===== src/rtl/zion_rf_pkg.sv =====
// Shared types for the scoreboarded register file: index/word types, the
// write/forward channel record and width helpers.
package zion_rf_pkg;

  // Channel fields are sized for the widest supported configuration; narrower
  // instances zero-extend into them.
  localparam int unsigned RF_MAX_AW = 8;
  localparam int unsigned RF_MAX_DW = 64;

  typedef logic [RF_MAX_AW-1:0] rf_idx_t;
  typedef logic [RF_MAX_DW-1:0] rf_word_t;

  typedef struct packed {
    logic     vld;
    rf_idx_t  rd;
    rf_word_t dat;
  } rf_chan_t;

  function automatic int unsigned rf_aw(input int unsigned n);
    return (n < 2) ? 1 : $clog2(n);
  endfunction

  // Port-vector width for a count that may legally be zero.
  function automatic int unsigned rf_nz(input int unsigned n);
    return (n == 0) ? 1 : n;
  endfunction

endpackage


===== src/rtl/zion_rf_operand_mux.sv =====
// One read port's operand select: zero register, forward, same-cycle write
// bypass, then array; ready when any live source covers a busy register.
module zion_rf_operand_mux
  import zion_rf_pkg::*;
#(
  parameter int unsigned WR_N  = 2,
  parameter int unsigned FWD_N = 1
) (
  input  rf_idx_t  rs,
  input  rf_word_t arr_dat,
  input  logic     busy,
  input  rf_chan_t fwd [rf_nz(FWD_N)],
  input  rf_chan_t wr  [WR_N],
  output rf_word_t dat,
  output logic     rdy
);

  logic     fwd_hit;
  logic     wr_hit;
  rf_word_t fwd_dat;
  rf_word_t wr_dat;

  always_comb begin
    fwd_hit = 1'b0;
    fwd_dat = '0;
    // Lowest forward index is the youngest stage, so the first hit sticks.
    for (int unsigned j = 0; j < FWD_N; j++) begin
      if (!fwd_hit && fwd[j].vld && (fwd[j].rd == rs)) begin
        fwd_hit = 1'b1;
        fwd_dat = fwd[j].dat;
      end
    end
    wr_hit = 1'b0;
    wr_dat = '0;
    for (int unsigned k = 0; k < WR_N; k++) begin
      if (wr[k].vld && (wr[k].rd == rs)) begin
        wr_hit = 1'b1;
        wr_dat = wr[k].dat;
      end
    end
  end

  always_comb begin
    dat = arr_dat;
    rdy = 1'b1;
    if (rs == '0) begin
      dat = '0;
    end else begin
      if (fwd_hit)     dat = fwd_dat;
      else if (wr_hit) dat = wr_dat;
      rdy = !busy || fwd_hit || wr_hit;
    end
  end

endmodule


===== src/rtl/zion_rf_scoreboard_reg_file.sv =====
// Multi-write-port integer register file with busy-bit scoreboard and
// per-read-port forwarding / write bypass.
module zion_rf_scoreboard_reg_file
  import zion_rf_pkg::*;
#(
  parameter int unsigned REG_NUM      = 32,
  parameter int unsigned DATA_W       = 32,
  parameter int unsigned RD_PORT_NUM  = 2,
  parameter int unsigned WR_PORT_NUM  = 2,
  parameter int unsigned FWD_PORT_NUM = 1,
  parameter int unsigned AW           = rf_aw(REG_NUM)
) (
  input  logic                                   clk,
  input  logic                                   rst,
  input  logic [RD_PORT_NUM*AW-1:0]              iRdRs,
  output logic [RD_PORT_NUM*DATA_W-1:0]          oRdDat,
  output logic [RD_PORT_NUM-1:0]                 oRdRdy,
  input  logic [WR_PORT_NUM-1:0]                 iWrEn,
  input  logic [WR_PORT_NUM*AW-1:0]              iWrRd,
  input  logic [WR_PORT_NUM*DATA_W-1:0]          iWrDat,
  input  logic [rf_nz(FWD_PORT_NUM)-1:0]         iFwdVld,
  input  logic [rf_nz(FWD_PORT_NUM)*AW-1:0]      iFwdRd,
  input  logic [rf_nz(FWD_PORT_NUM)*DATA_W-1:0]  iFwdDat,
  input  logic                                   iAllocEn,
  input  logic [AW-1:0]                          iAllocRd,
  output logic [REG_NUM-1:0]                     oBusy
);

  localparam int unsigned FWD_N = rf_nz(FWD_PORT_NUM);

  // Entry 0 is hardwired to zero, so only 1..REG_NUM-1 hold state.
  logic [DATA_W-1:0]  mem_q [1:REG_NUM-1];
  logic [DATA_W-1:0]  mem_d [1:REG_NUM-1];
  logic [REG_NUM-1:1] busy_q;
  logic [REG_NUM-1:1] busy_d;

  rf_chan_t wr_ch  [WR_PORT_NUM];
  rf_chan_t fwd_ch [FWD_N];

  always_comb begin
    mem_d  = mem_q;
    busy_d = busy_q;
    for (int unsigned k = 0; k < WR_PORT_NUM; k++) begin
      if (iWrEn[k] && (iWrRd[k*AW +: AW] != '0)) begin
        mem_d[iWrRd[k*AW +: AW]]  = iWrDat[k*DATA_W +: DATA_W];
        busy_d[iWrRd[k*AW +: AW]] = 1'b0;
      end
    end
    // Applied after the write clears: the newly issued producer is younger.
    if (iAllocEn && (iAllocRd != '0)) busy_d[iAllocRd] = 1'b1;
  end

  always_ff @(posedge clk) begin
    if (rst) begin
      for (int unsigned r = 1; r < REG_NUM; r++) mem_q[r] <= '0;
      busy_q <= '0;
    end else begin
      mem_q  <= mem_d;
      busy_q <= busy_d;
    end
  end

  assign oBusy = {busy_q, 1'b0};

  always_comb begin
    for (int unsigned k = 0; k < WR_PORT_NUM; k++) begin
      wr_ch[k].vld = iWrEn[k];
      wr_ch[k].rd  = rf_idx_t'(iWrRd[k*AW +: AW]);
      wr_ch[k].dat = rf_word_t'(iWrDat[k*DATA_W +: DATA_W]);
    end
    for (int unsigned j = 0; j < FWD_N; j++) begin
      fwd_ch[j].vld = (FWD_PORT_NUM != 0) && iFwdVld[j];
      fwd_ch[j].rd  = rf_idx_t'(iFwdRd[j*AW +: AW]);
      fwd_ch[j].dat = rf_word_t'(iFwdDat[j*DATA_W +: DATA_W]);
    end
  end

  for (genvar i = 0; i < RD_PORT_NUM; i++) begin : g_rd
    logic [AW-1:0] rs;
    rf_word_t      arr_dat;
    rf_word_t      dat_full;
    logic          busy_rs;
    logic          rdy;
    logic          unused_dat;

    assign rs      = iRdRs[i*AW +: AW];
    assign arr_dat = (rs == '0) ? '0 : rf_word_t'(mem_q[rs]);
    assign busy_rs = (rs != '0) && busy_q[rs];

    zion_rf_operand_mux #(
      .WR_N  (WR_PORT_NUM),
      .FWD_N (FWD_PORT_NUM)
    ) u_mux (
      .rs      (rf_idx_t'(rs)),
      .arr_dat (arr_dat),
      .busy    (busy_rs),
      .fwd     (fwd_ch),
      .wr      (wr_ch),
      .dat     (dat_full),
      .rdy     (rdy)
    );

    assign oRdDat[i*DATA_W +: DATA_W] = dat_full[DATA_W-1:0];
    assign oRdRdy[i]                  = rdy;
    assign unused_dat                 = ^dat_full;
  end

endmodule


===== config.mk =====
export PLATFORM = sky130hd
export DESIGN_NAME = zion_rf_scoreboard_reg_file
export DESIGN_NICKNAME = d
export VERILOG_FILES = /design/src/rtl/zion_rf_pkg.sv /design/src/rtl/zion_rf_operand_mux.sv /design/src/rtl/zion_rf_scoreboard_reg_file.sv
export SDC_FILE = /design/constraint.sdc
export NUM_CORES = 2
export LEC_CHECK = 0
export CAP_MARGIN = 15
export CORE_AREA = 2 2 435 437
export DETAILED_ROUTE_END_ITERATION = 12
export DIE_AREA = 0 0 437 439
export GPL_TIMING_DRIVEN = 0
export HOLD_SLACK_MARGIN = 0.12
export PLACE_DENSITY = 0.49
export SYNTH_ARGS = -nofsm -noshare
export SYNTH_HDL_FRONTEND = slang
export SYNTH_SLANG_ARGS = --single-unit

===== constraint.sdc =====
create_clock -name clk -period 4.4 [get_ports clk]
set_clock_uncertainty 0.1 [all_clocks]
set_input_delay 1.1 -clock clk [delete_from_list [all_inputs] [get_ports clk]]
set_output_delay 1.1 -clock clk [all_outputs]
set_load 0.01 [all_outputs]

==> results.yml <==
clock_network:
  clk_path_buf_depth: 3
  ctsHoldBuffers: 0
  clkTransAtPathRegs_ps: 60
  cts_buffers: 132
  ctsRootBufferMaster: "clkbuf_16"
  cts_tree: "built"
  htreeDepth: 4
  cts_sinks: 1023
  clk_latency_ps: 850
critical_path:
  endpoint_kind: "output port"
  r2r-end: "mem_q[352]"
  path_class: "primary input to output port"
  start_kind: "primary input"
  crit_arrival_ps: 4040
  worstPathRequired_ps: 3200
  reg2reg_slack_ps: 2110
  crit_path_max_fanout: 10
  r2r_cells: 2
  r2r_start: "mem_q[352]"
timing:
  finalMaxSlewViolations: 0
  max_freq_mhz: 191
  holdWs_ps: 402
  fin_crit_sh_pct: 119
  final-hold-violation-count: 0
  final-setup-viol-count: 66
  layout_setup_ws_ps: -835
  fin_crit_ps: 5240
  slew-limit-headroom_pct: 6.12
  tightest_slew_ps: 1410
  rsz0062_at_grt: "true"
die:
  start_util_pct: 34.8
  chipWidth_um: 437
  die-height_um: 439
  fp.dieArea_mm2: 0.192
  placementRows: 159
  core-area_mm2: 0.187
  io_pins: 230
synth:
  synth-seq-cells: 1023
  synthArstFlopShare_pct: 0
  syn_nets: 7671
  synth.distinct_cells: 68
  avgSynthCellArea_um2: 8.63
  yosysTopAreaCell: "dfxtp_1"
  yosysMostFrequentCell: "nor2_1"
  yosysSeqAreaShare_pct: 31.5
  netlist_area_mm2: 0.0651
  synth_ff_type: "dfxtp_1"
  syn_inst: 7539
  synth_commonest_cells: "1,203 x nor2_1, 1,023 x dfxtp_1, 954 x mux2i_1"
  synth_top_area_share_pct: 31.5
  yosys-top-cells-area: "dfxtp_1 31%, mux2i_1 15%, mux4_2 8.4%"
  yosys_warnings: 0
  synth_edf_count: 0
hold_path:
  hp-class: "register to register"
  min_to: "mem_q[835]"
  hold_path_startpoint: "mem_q[835]"
  min_path_cells: 2
cells_and_area:
  final.fill_count: 18281
  syn_to_final_growth_pct: 30.6
  nets: 8252
  layout.cells.non_filler: 10759
  drive_gt1_share_pct: 23.3
global_route:
  grt_start_max_net_pins: 17
  grt_usage_pct: 53.0
  antenna_found_initial: 62
  grt_pass1_wl_um: 676000
  grt_pass1_vias: 69051
  overflow: 0
placed_design:
  preCtsSetupSlack_ps: -3190
  dp.cells: 10252
  place_hpwl_um: 417000
  io_buffer_count: 154
  gp_congestion: 1.12
route:
  num_vias: 75552
  dr.pass1.iters: 6
  routed_via_density: 7.02
  drtAntennaViolNets: 0
  wire_per_inst_um: 49.2
  wirelength_um: 529000
  drt-initial-drc-count: 12369
  drc: 0
status:
  run_status: "finished with violations"
  violations: "negative setup slack"
run:
  drv_cap: 0
pwr:
  leakagePower_nw: 29.9
  ir_drop_uv: 326
  cellPowerDensity_mw_per_mm2: 319
worst max-delay path, cell delays in order:
cell and delay [ps]:
buf_12 100, buf_12 150, buf_12 120, buf_12 200
buf_12 260, mux4_2 370, nor2_4 230, nor3_4 100
nor3_4 940, a31oi_1 220, buf_2 200
cells by family (layout without fill, tap and decap cells):
group           Yosys count  after routing  share of synthesized area [%]
compound gates         1851           1851                           21.3
buf+inv                1103           1786                           7.42
other cells               1             43                        0.00576
simple gates           2257           2257                           14.9
mux                    1274           1274                           24.5
xor+xnor                 30             30                          0.404
flops                  1023           1023                           31.5
final cells by class:
type                            instances  area (µm²)  area share, %
Antenna cell                           42         105          0.124
Buffer                               1026        6890           8.11
Clock buffer                          186        3770           4.43
Clock inverter                         50         739          0.870
Inverter                               58         225          0.265
Multi-Input combinational cell       5413       44100           51.9
Sequential cell                      1023       20500           24.1
Tap cell                             2495        3120           3.67
Timing Repair Buffer                  466        5550           6.54
how the worst max path moves through the flow:
stage	from	end	slack, ps
detailed placement	iRdRs[1]	oRdDat[13]	-3190
global route	iRdRs[0]	oRdDat[18]	-740
global placement	iRdRs[1]	oRdDat[19]	-3490
CTS	iRdRs[0]	oRdDat[19]	-640
finish	iRdRs[1]	oRdDat[18]	-840
floorplan	iRdRs[2]	oRdDat[12]	400
sequential cells by signal (all words and copies together), names as in the netlist:
| name | count |
|---|---|
| mem_q | 992 |
| busy_q | 31 |
layout by cell type (no fill, tap or decap), types with 42 or more instances in the layout:
| cell | synthesis | layout |
|---|---|---|
| nor2_1 | 1203 | 1170 |
| dfxtp_1 | 1023 | 1023 |
| mux2i_1 | 954 | 891 |
| a211oi_1 | 694 | 690 |
| clkbuf_1 | 715 | 545 |
| nand2_1 | 455 | 445 |
| nand3_1 | 343 | 317 |
| a311oi_1 | 306 | 306 |
| mux4_2 | 242 | 242 |
| a21oi_1 | 244 | 230 |
| buf_4 | 77 | 186 |
| clkbuf_16 | 0 | 145 |
| buf_6 | 27 | 120 |
| buf_12 | 1 | 103 |
| clkbuf_2 | 0 | 100 |
| buf_2 | 135 | 95 |
| a22oi_1 | 158 | 85 |
| buf_1 | 89 | 78 |
| clkdlybuf4s50_1 | 0 | 75 |
| a22oi_2 | 0 | 73 |
| mux2_2 | 74 | 72 |
| a221oi_1 | 89 | 72 |
| buf_8 | 1 | 69 |
| clkbuf_8 | 0 | 59 |
| a31oi_4 | 0 | 55 |
| buf_16 | 0 | 52 |
| a22o_4 | 0 | 46 |
| inv_1 | 55 | 45 |
| diode_2 | 0 | 42 |
report_power, final:
part / internal (mW) / leakage (nW) / switching, mW
Clock: 6.68 / 2.19 / 5.09
Sequential: 9.44 / 8.27 / 0.218
Combinational: 1.74 / 19.4 / 3.93
through the flow:
| step | TNS [ps] | util (%) | cell area (µm²) | power (mW) |
|---|---|---|---|---|
| after detailed placement | -175430 | 37.9 | 70900 | 14.2 |
| after CTS | -18360 | 44.5 | 83200 | 26.4 |
| final | -22120 | 45.4 | 85000 | 27.1 |
| after global routing | -18490 | 45.4 | 84900 | 27.2 |
| after global placement | -838000 | 37.3 | 69700 | 14.1 |
| after floorplan | 0 | - | 65100 | 11.7 |
per-layer routing:
layer | vias up | global-route usage [%] | part of all wire, % | wire, µm
met3 | 1811 | 21.4 | 14 | 71900
met4 | 24 | 45.9 | 11 | 57700
li1 | 29434 | - | - | -
met5 | - | 0.124 | 0.039 | 204
met1 | 37759 | 63.2 | 36 | 192000
met2 | 6524 | 73.3 | 39 | 207000
timing repair:
item | in CTS | in global routing
cloned | 9 | 8
buffers inserted | 161 | 87
resized for setup | 1721 | 286
pin swaps | 216 | 192
setup endpoints to repair | 66 | 66
No activity file was read; power rests on OpenSTA's default activity.
